--- src/rtl/cc_param.sv ---
`default_nettype none
// ============================================================================
// Module      : cc_param
// Description : Parametrised signed cross-correlator. Captures an N-sample
//               window of two streams (a, b) and then evaluates
//                 corr[lag] = sum_{n=0..N-1} a[n]*b[n+lag],  lag = -LMAX..+LMAX
//               with b outside 0..N-1 reading as zero. One MAC per cycle.
//               Reports the lag with the largest correlation and its sum.
//               Ties keep the most negative lag.
//
// Parameters  : W    sample width (signed)
//               N    window length (power of 2, >= 4)
//               LMAX max |lag| (1..N-1)
//               ACCW derived accumulator width = 2*W + log2(N)
//               LAGW derived signed lag width  = clog2(LMAX+1) + 1
//
// Ports       : clk, rst          clock / synchronous active-high reset
//               start             begin capture (honoured in IDLE or DONE)
//               in_valid/in_ready sample-pair handshake (ready only in LOAD)
//               a_in, b_in        signed samples
//               busy              high in LOAD and CALC
//               done              high in DONE until next start
//               best_lag/best_sum peak lag and its correlation
//               lag_valid/lag_idx/lag_sum  per-lag result stream
//
// Config      : CC_LAGSTREAM_EN  when defined, lag_valid pulses once per lag
//                                with lag_idx/lag_sum; otherwise these are 0.
//
// Revision    : 1.0  initial release
// ============================================================================
module cc_param #(
    parameter  int W    = 16,
    parameter  int N    = 64,
    parameter  int LMAX = 32,
    localparam int ACCW = 2 * W + $clog2(N),
    localparam int LAGW = $clog2(LMAX + 1) + 1
) (
    input  logic                   clk,
    input  logic                   rst,
    input  logic                   start,
    input  logic                   in_valid,
    output logic                   in_ready,
    input  logic signed [W-1:0]    a_in,
    input  logic signed [W-1:0]    b_in,
    output logic                   busy,
    output logic                   done,
    output logic signed [LAGW-1:0] best_lag,
    output logic signed [ACCW-1:0] best_sum,
    output logic                   lag_valid,
    output logic signed [LAGW-1:0] lag_idx,
    output logic signed [ACCW-1:0] lag_sum
);

    localparam int AW = $clog2(N);
    // b index = n + lag spans -(N-1)..2N-2, so two extra bits cover it signed
    localparam int IW = AW + 2;

    localparam logic [1:0] c_ST_IDLE = 2'd0;
    localparam logic [1:0] c_ST_LOAD = 2'd1;
    localparam logic [1:0] c_ST_CALC = 2'd2;
    localparam logic [1:0] c_ST_DONE = 2'd3;

    localparam logic        [AW:0]     c_N_CNT   = {1'b1, {AW{1'b0}}};
    localparam logic        [AW:0]     c_CNT_ONE = {{AW{1'b0}}, 1'b1};
    localparam logic        [AW-1:0]   c_ADR_ONE = {{(AW-1){1'b0}}, 1'b1};
    localparam logic signed [LAGW-1:0] c_LAG_MAX = LAGW'(LMAX);
    localparam logic signed [LAGW-1:0] c_LAG_MIN = -c_LAG_MAX;
    localparam logic signed [LAGW-1:0] c_LAG_ONE = {{(LAGW-1){1'b0}}, 1'b1};
    localparam logic signed [ACCW-1:0] c_ACC_MIN = {1'b1, {(ACCW-1){1'b0}}};

    logic [1:0] r_state;
    logic [1:0] w_state_nxt;

    logic signed [W-1:0] r_a_mem [N];
    logic signed [W-1:0] r_b_mem [N];
    logic [AW-1:0]       r_wr_addr;

    logic [AW:0]            r_n;        // 0..N-1 read cycles, N = drain/compare
    logic signed [LAGW-1:0] r_lag;
    logic signed [W-1:0]    r_a_rd;
    logic signed [W-1:0]    r_b_rd;
    logic                   r_b_ok;
    logic signed [ACCW-1:0] r_acc;
    logic signed [ACCW-1:0] r_max_sum;
    logic signed [LAGW-1:0] r_max_lag;
    logic signed [LAGW-1:0] r_best_lag;
    logic signed [ACCW-1:0] r_best_sum;

    logic                   w_accept;
    logic                   w_cmp;
    logic                   w_last;
    logic                   w_take;
    logic signed [IW-1:0]   w_b_idx;
    logic                   w_b_ok;
    logic signed [2*W-1:0]  w_mul;
    logic signed [2*W-1:0]  w_prod;
    logic signed [ACCW-1:0] w_sum;

    assign in_ready = (r_state == c_ST_LOAD);
    assign busy     = (r_state == c_ST_LOAD) || (r_state == c_ST_CALC);
    assign done     = (r_state == c_ST_DONE);
    assign best_lag = r_best_lag;
    assign best_sum = r_best_sum;

    assign w_accept = in_valid && in_ready;
    assign w_cmp    = (r_state == c_ST_CALC) && (r_n == c_N_CNT);
    assign w_last   = w_cmp && (r_lag == c_LAG_MAX);

    assign w_b_idx = {2'b00, r_n[AW-1:0]} + {{(IW-LAGW){r_lag[LAGW-1]}}, r_lag};
    assign w_b_ok  = (w_b_idx[IW-1:AW] == 2'b00);

    // Multiply in its own signed context; masking with a ternary against an
    // unsigned zero would otherwise turn the product unsigned.
    assign w_mul  = r_a_rd * r_b_rd;
    assign w_prod = r_b_ok ? w_mul : '0;
    assign w_sum  = r_acc + {{(ACCW-2*W){w_prod[2*W-1]}}, w_prod};
    // Strictly greater: an equal later lag never displaces an earlier one
    assign w_take = (w_sum > r_max_sum);

    // ------------------------------------------------------------------
    // State machine
    // ------------------------------------------------------------------
    always_ff @(posedge clk) begin
        if (rst) begin
            r_state <= c_ST_IDLE;
        end else begin
            r_state <= w_state_nxt;
        end
    end

    always_comb begin
        w_state_nxt = r_state;
        case (r_state)
            c_ST_IDLE: if (start) w_state_nxt = c_ST_LOAD;
            c_ST_LOAD: if (w_accept && (&r_wr_addr)) w_state_nxt = c_ST_CALC;
            c_ST_CALC: if (w_last) w_state_nxt = c_ST_DONE;
            c_ST_DONE: if (start) w_state_nxt = c_ST_LOAD;
            default:   w_state_nxt = c_ST_IDLE;
        endcase
    end

    // ------------------------------------------------------------------
    // Window capture
    // ------------------------------------------------------------------
    always_ff @(posedge clk) begin
        if (w_accept) begin
            r_a_mem[r_wr_addr] <= a_in;
            r_b_mem[r_wr_addr] <= b_in;
        end
    end

    always_ff @(posedge clk) begin
        if (rst || (r_state != c_ST_LOAD)) begin
            r_wr_addr <= '0;
        end else if (w_accept) begin
            r_wr_addr <= r_wr_addr + c_ADR_ONE;
        end
    end

    // Registered array reads. The drain cycle (r_n == N) also issues a read
    // whose data lands on r_n == 0 of the next lag, where it is ignored.
    always_ff @(posedge clk) begin
        r_a_rd <= r_a_mem[r_n[AW-1:0]];
        r_b_rd <= r_b_mem[w_b_idx[AW-1:0]];
    end

    // ------------------------------------------------------------------
    // MAC, lag sequencing and peak tracking
    // ------------------------------------------------------------------
    always_ff @(posedge clk) begin
        if (rst) begin
            r_n        <= '0;
            r_lag      <= '0;
            r_b_ok     <= 1'b0;
            r_acc      <= '0;
            r_max_sum  <= c_ACC_MIN;
            r_max_lag  <= '0;
            r_best_lag <= '0;
            r_best_sum <= '0;
        end else begin
            r_b_ok <= w_b_ok;

            if (r_state != c_ST_CALC) begin
                r_n       <= '0;
                r_lag     <= c_LAG_MIN;
                r_acc     <= '0;
                r_max_sum <= c_ACC_MIN;
                r_max_lag <= c_LAG_MIN;
            end else if (w_cmp) begin
                r_n   <= '0;
                r_lag <= r_lag + c_LAG_ONE;
                r_acc <= '0;
                if (w_take) begin
                    r_max_sum <= w_sum;
                    r_max_lag <= r_lag;
                end
            end else begin
                r_n <= r_n + c_CNT_ONE;
                // No product is pending on the first cycle of a lag
                r_acc <= (r_n == '0) ? '0 : w_sum;
            end

            if (w_last) begin
                r_best_sum <= w_take ? w_sum : r_max_sum;
                r_best_lag <= w_take ? r_lag : r_max_lag;
            end else if ((r_state == c_ST_DONE) && start) begin
                r_best_sum <= '0;
                r_best_lag <= '0;
            end
        end
    end

    // ------------------------------------------------------------------
    // Optional per-lag result stream
    // ------------------------------------------------------------------
`ifdef CC_LAGSTREAM_EN
    logic                   r_lag_valid;
    logic signed [LAGW-1:0] r_lag_idx;
    logic signed [ACCW-1:0] r_lag_sum;

    always_ff @(posedge clk) begin
        if (rst) begin
            r_lag_valid <= 1'b0;
            r_lag_idx   <= '0;
            r_lag_sum   <= '0;
        end else begin
            r_lag_valid <= w_cmp;
            if (w_cmp) begin
                r_lag_idx <= r_lag;
                r_lag_sum <= w_sum;
            end
        end
    end

    assign lag_valid = r_lag_valid;
    assign lag_idx   = r_lag_idx;
    assign lag_sum   = r_lag_sum;
`else
    assign lag_valid = 1'b0;
    assign lag_idx   = '0;
    assign lag_sum   = '0;
`endif

endmodule
`default_nettype wire

--- config.mk ---
export PLATFORM = sky130hd
export DESIGN_NAME = cc_param
export DESIGN_NICKNAME = d
export VERILOG_FILES = /design/src/rtl/cc_param.sv
export SDC_FILE = /design/constraint.sdc
export NUM_CORES = 2
export LEC_CHECK = 0
export CAP_MARGIN = 20
export CORE_MARGIN = 2
export CORE_UTILIZATION = 25
export CTS_CLUSTER_DIAMETER = 200
export DETAILED_ROUTE_END_ITERATION = 6
export GPL_TIMING_DRIVEN = 0
export SYNTH_ARGS = -nofsm -noshare
export SYNTH_HDL_FRONTEND = slang
export SYNTH_SLANG_ARGS = --single-unit
--- constraint.sdc ---
create_clock -name clk -period 9.18 [get_ports clk]
set_clock_uncertainty 0.05 [all_clocks]
set_input_delay 1.836 -clock clk [delete_from_list [all_inputs] [get_ports clk]]
set_output_delay 1.836 -clock clk [all_outputs]
set_load 0.1 [all_outputs]
==> parameters.txt <==
Parameter                              Value

Run status
  Result of the run    finished with violations
  Failing checks    negative setup slack

Logic synthesis
  Number of enable-type register cells in the synthesized netlist    2048
  Sequential share of the synthesized area    66.9%
  Cell count after synthesis    5179
  Number of warnings printed during yosys synthesis    0
  Flops & latches, synth    2231
  Prevailing post-synth register cell    edfxtp_1
  Count of distinct cell types in the synthesized netlist    84
  Mean Syn Cell Area    18.8 um2
  Netlist Area Pre-Place    97300 um2
  Share of synthesized registers carrying an async set or reset    0%

Global routing
  Vias in the first global route    52400
  Initial antenna violation count    47
  Largest net degree at the start of global routing    65
  First-pass GRT wire length    378 mm
  Global route overflow    0
  GRT Resource Usage Total    13.0%

Flow run
  Number of max-cap violations    0

Floorplan
  Number of rows created at floorplan    229
  Die footprint    394000 um2
  Vertical die dimension    628 um
  Number of top-level pins    130
  Chip width    628 um
  Starting Density    25.1%
  Core Footprint    388000 um2

Timing
  Achievable Freq    102 MHz
  Slew HR    21.3%
  Hold Violations, Final    0
  Minimum clock period    9.80 ns
  Worst Tran Pin Value    1.17 ns
  Max-slew violation count    0
  Post-route fraction of the period consumed by the critical path    107%
  RSZ-0062 raised after global routing    true
  Final setup violation count    90
  Worst-case setup margin in the final layout    -0.622 ns

Drt
  Routed length on met3    23.1 mm
  Initial DRT Pass Iterations    5
  Remaining antenna violation count after routing    0
  Highest routed metal layer    met5
  DRC violations left    0
  Number of vias per cell after detailed routing    4.63
  Total detailed-routing wirelength    266 mm
  Met2 WL    123 mm
  Routed length on met1    111 mm
  Number of vias after detailed routing    51700
  Post-DR wirelength/cell    23.8 um
  Initial DRC Count    6247

Critical path
  Crit path arrival time    10.43 ns
  Required time at the endpoint of the critical path    9.81 ns
  Beginning of the worst register-to-register path    r_b_rd[4]
  Largest delay contributor family on the critical path    adder cells
  Number of buffers and inverters on the critical path    8
  Largest fanout on the critical path    10
  Critical setup path kind    reg -> reg
  Flop-to-flop setup slack    -0.62 ns
  Capturing element type of the critical path    flip-flop
  Critical path launch point    r_b_rd[4]
  Highest cell delay on the worst timing path    0.53 ns
  Most frequent cell on the critical path    fa_1
  Critical R2R Capture    best_sum[17]
  Worst Reg-to-Reg Cells    42
  Type of origin of the critical path    flip-flop
  Highest-delay cell along the critical path    fa_1

CTS
  Post-CTS clock slew at the launch and capture registers of the worst setup and hold paths    0.06 ns
  Clock insertion delay at the later pin of the skew report    0.91 ns
  Number of buffers added by the clock tree synthesis step    220
  Htree depth    4
  TritonCTS clock tree    built
  Clock Sink Count    2231
  CTS root buffer    clkbuf_16
  Number of buffers added to fix hold violations after cts    0
  Maximum buffer depth of the clock tree    4

Finish
  Reg area    65300 um2
  Combined area of the multi-input logic cells    31700 um2
  Most common cell after layout, fill and taps aside    edfxtp_1
  Net count of the finished layout    6237
  Number of fill cells    37400
  Fin cells    11200
  Fraction of layout instances using a drive strength above 1    30.3%
  Signed area change from the synthesized netlist to the final layout    21.0%
  Commonest cells after routing, fill and taps aside    edfxtp_1 (2048), mux4_2 (672), inv_1 (351)

Hold path
  Hold/Removal Path Class    reg -> reg
  Hold wc startpoint    best_sum[22]
  End of the worst hold path    best_sum[22]
  Hold Path Depth    2

Placement
  Number of input and output port buffers inserted    82
  HPWL after detailed placement    182 mm
  Placed Cells incl. Taps    10600
  Final RePlAce weighted congestion    0.851
## sequential cells by signal, indices dropped and copies added, names as in the netlist
signal     cells
best_lag       7
best_sum      38
r_a_mem     1024
r_a_rd        16
r_acc         38
r_b_mem     1024
r_b_ok         1
r_b_rd        16
r_lag          7
r_max_lag      7
r_max_sum     38
r_n            7
r_state        2
r_wr_addr      6
## worst reg2reg max path, delay by kind of cell (launching register included)
| kind | cells | cell delay [ns] |
|---|---|---|
| compound gates | 13 | 2.39 |
| mux | 2 | 0.42 |
| buf+inv | 8 | 0.77 |
| fa+ha+maj | 9 | 3.78 |
| simple gates | 9 | 1.71 |
| flops | 1 | 0.40 |
| xor+xnor | 1 | 0.19 |
## worst max-delay path by stage
stage / endpoint / slack [ns] / depth (start not counted)
floorplan: best_sum[3] / -0.08 / 43
global placement: r_max_sum[29] / -2.01 / 38
detailed placement: best_sum[3] / -1.99 / 38
CTS: best_sum[9] / -0.68 / 42
global route: best_lag[5] / -0.99 / 40
finish: best_sum[17] / -0.62 / 42
## stage by stage
stage / instance area (um2) / utilization, % / hold WS (ns) / setup TNS [ns] / setup WS, ns
6_report: 118000 / 30.3 / 0.397 / -44.30 / -0.622
5_1_grt: 118000 / 30.3 / 0.416 / -75.78 / -0.989
4_1_cts: 116000 / 30.0 / 0.402 / -52.50 / -0.679
3_5_place_dp: 108000 / 27.7 / 0.394 / -168.29 / -1.99
3_3_place_gp: 105000 / 27.1 / 0.395 / -171.30 / -2.01
2_1_floorplan: 97900 / - / 0.386 / -1.03 / -0.0830
## what timing repair did
item | CTS | global route
setup buffers | 70 | 51
gates cloned | 6 | 3
setup endpoints to repair | 90 | 90
resized for setup | 229 | 249
pin swaps | 66 | 107
## synthesized netlist by cell type (8+ instances only)
cell type / instances / area [um2]
edfxtp_1: 2048 / 61500
xnor2_1: 42 / 368
a211oi_1: 17 / 128
a22oi_1: 22 / 165
o21ai_0: 59 / 295
a31oi_1: 14 / 87.6
and2_1: 155 / 970
buf_2: 61 / 305
a21oi_1: 105 / 526
inv_1: 370 / 1390
nand2b_1: 18 / 113
nor2_1: 195 / 732
nand2_1: 233 / 875
o21a_1: 8 / 60.1
mux2i_1: 15 / 150
ha_1: 172 / 2150
a21o_1: 35 / 263
mux4_2: 672 / 15100
a32oi_1: 13 / 114
buf_4: 46 / 345
o211ai_1: 11 / 82.6
nor2b_1: 10 / 62.6
nor3_1: 20 / 100
fa_1: 264 / 5290
clkbuf_1: 151 / 567
xor2_1: 42 / 368
nand3_1: 24 / 120
and3_1: 17 / 106
nand4_1: 15 / 93.8
or3_1: 11 / 68.8
dfxtp_1: 183 / 3660
buf_1: 15 / 56.3
o21ai_1: 8 / 40.0
mux2_4: 16 / 240
## final cells by class
type,instances,share of cell area (%)
Antenna cell,14,0.0298
Buffer,276,1.53
Clock buffer,273,4.93
Clock inverter,128,1.05
Inverter,372,1.19
Multi-Input combinational cell,2343,26.9
Sequential cell,2231,55.4
Tap cell,5197,5.52
Timing Repair Buffer,321,3.41
## routing by layer
| layer | vias up | global-route usage (%) |
|---|---|---|
| li1 | 21300 | - |
| met5 | - | 0 |
| met2 | 2258 | 20.5 |
| met1 | 27600 | 18.0 |
| met4 | 30 | 3.94 |
| met3 | 475 | 2.75 |
## logic make-up after synthesis
| group | share of synthesized area [%] |
|---|---|
| XOR/XNOR | 0.756 |
| buffers and inverters | 2.79 |
| AO/OA/AOI/OAI | 2.28 |
| AND/OR/NAND/NOR | 3.56 |
| flip-flops | 66.9 |
| adder cells (fa/ha/maj) | 7.64 |
| multiplexers | 16.0 |
| other | 0.00385 |
Power is left out: the tool's default activity adds up to more than one toggle a clock period on the data nets, which glitch-free logic cannot reach.
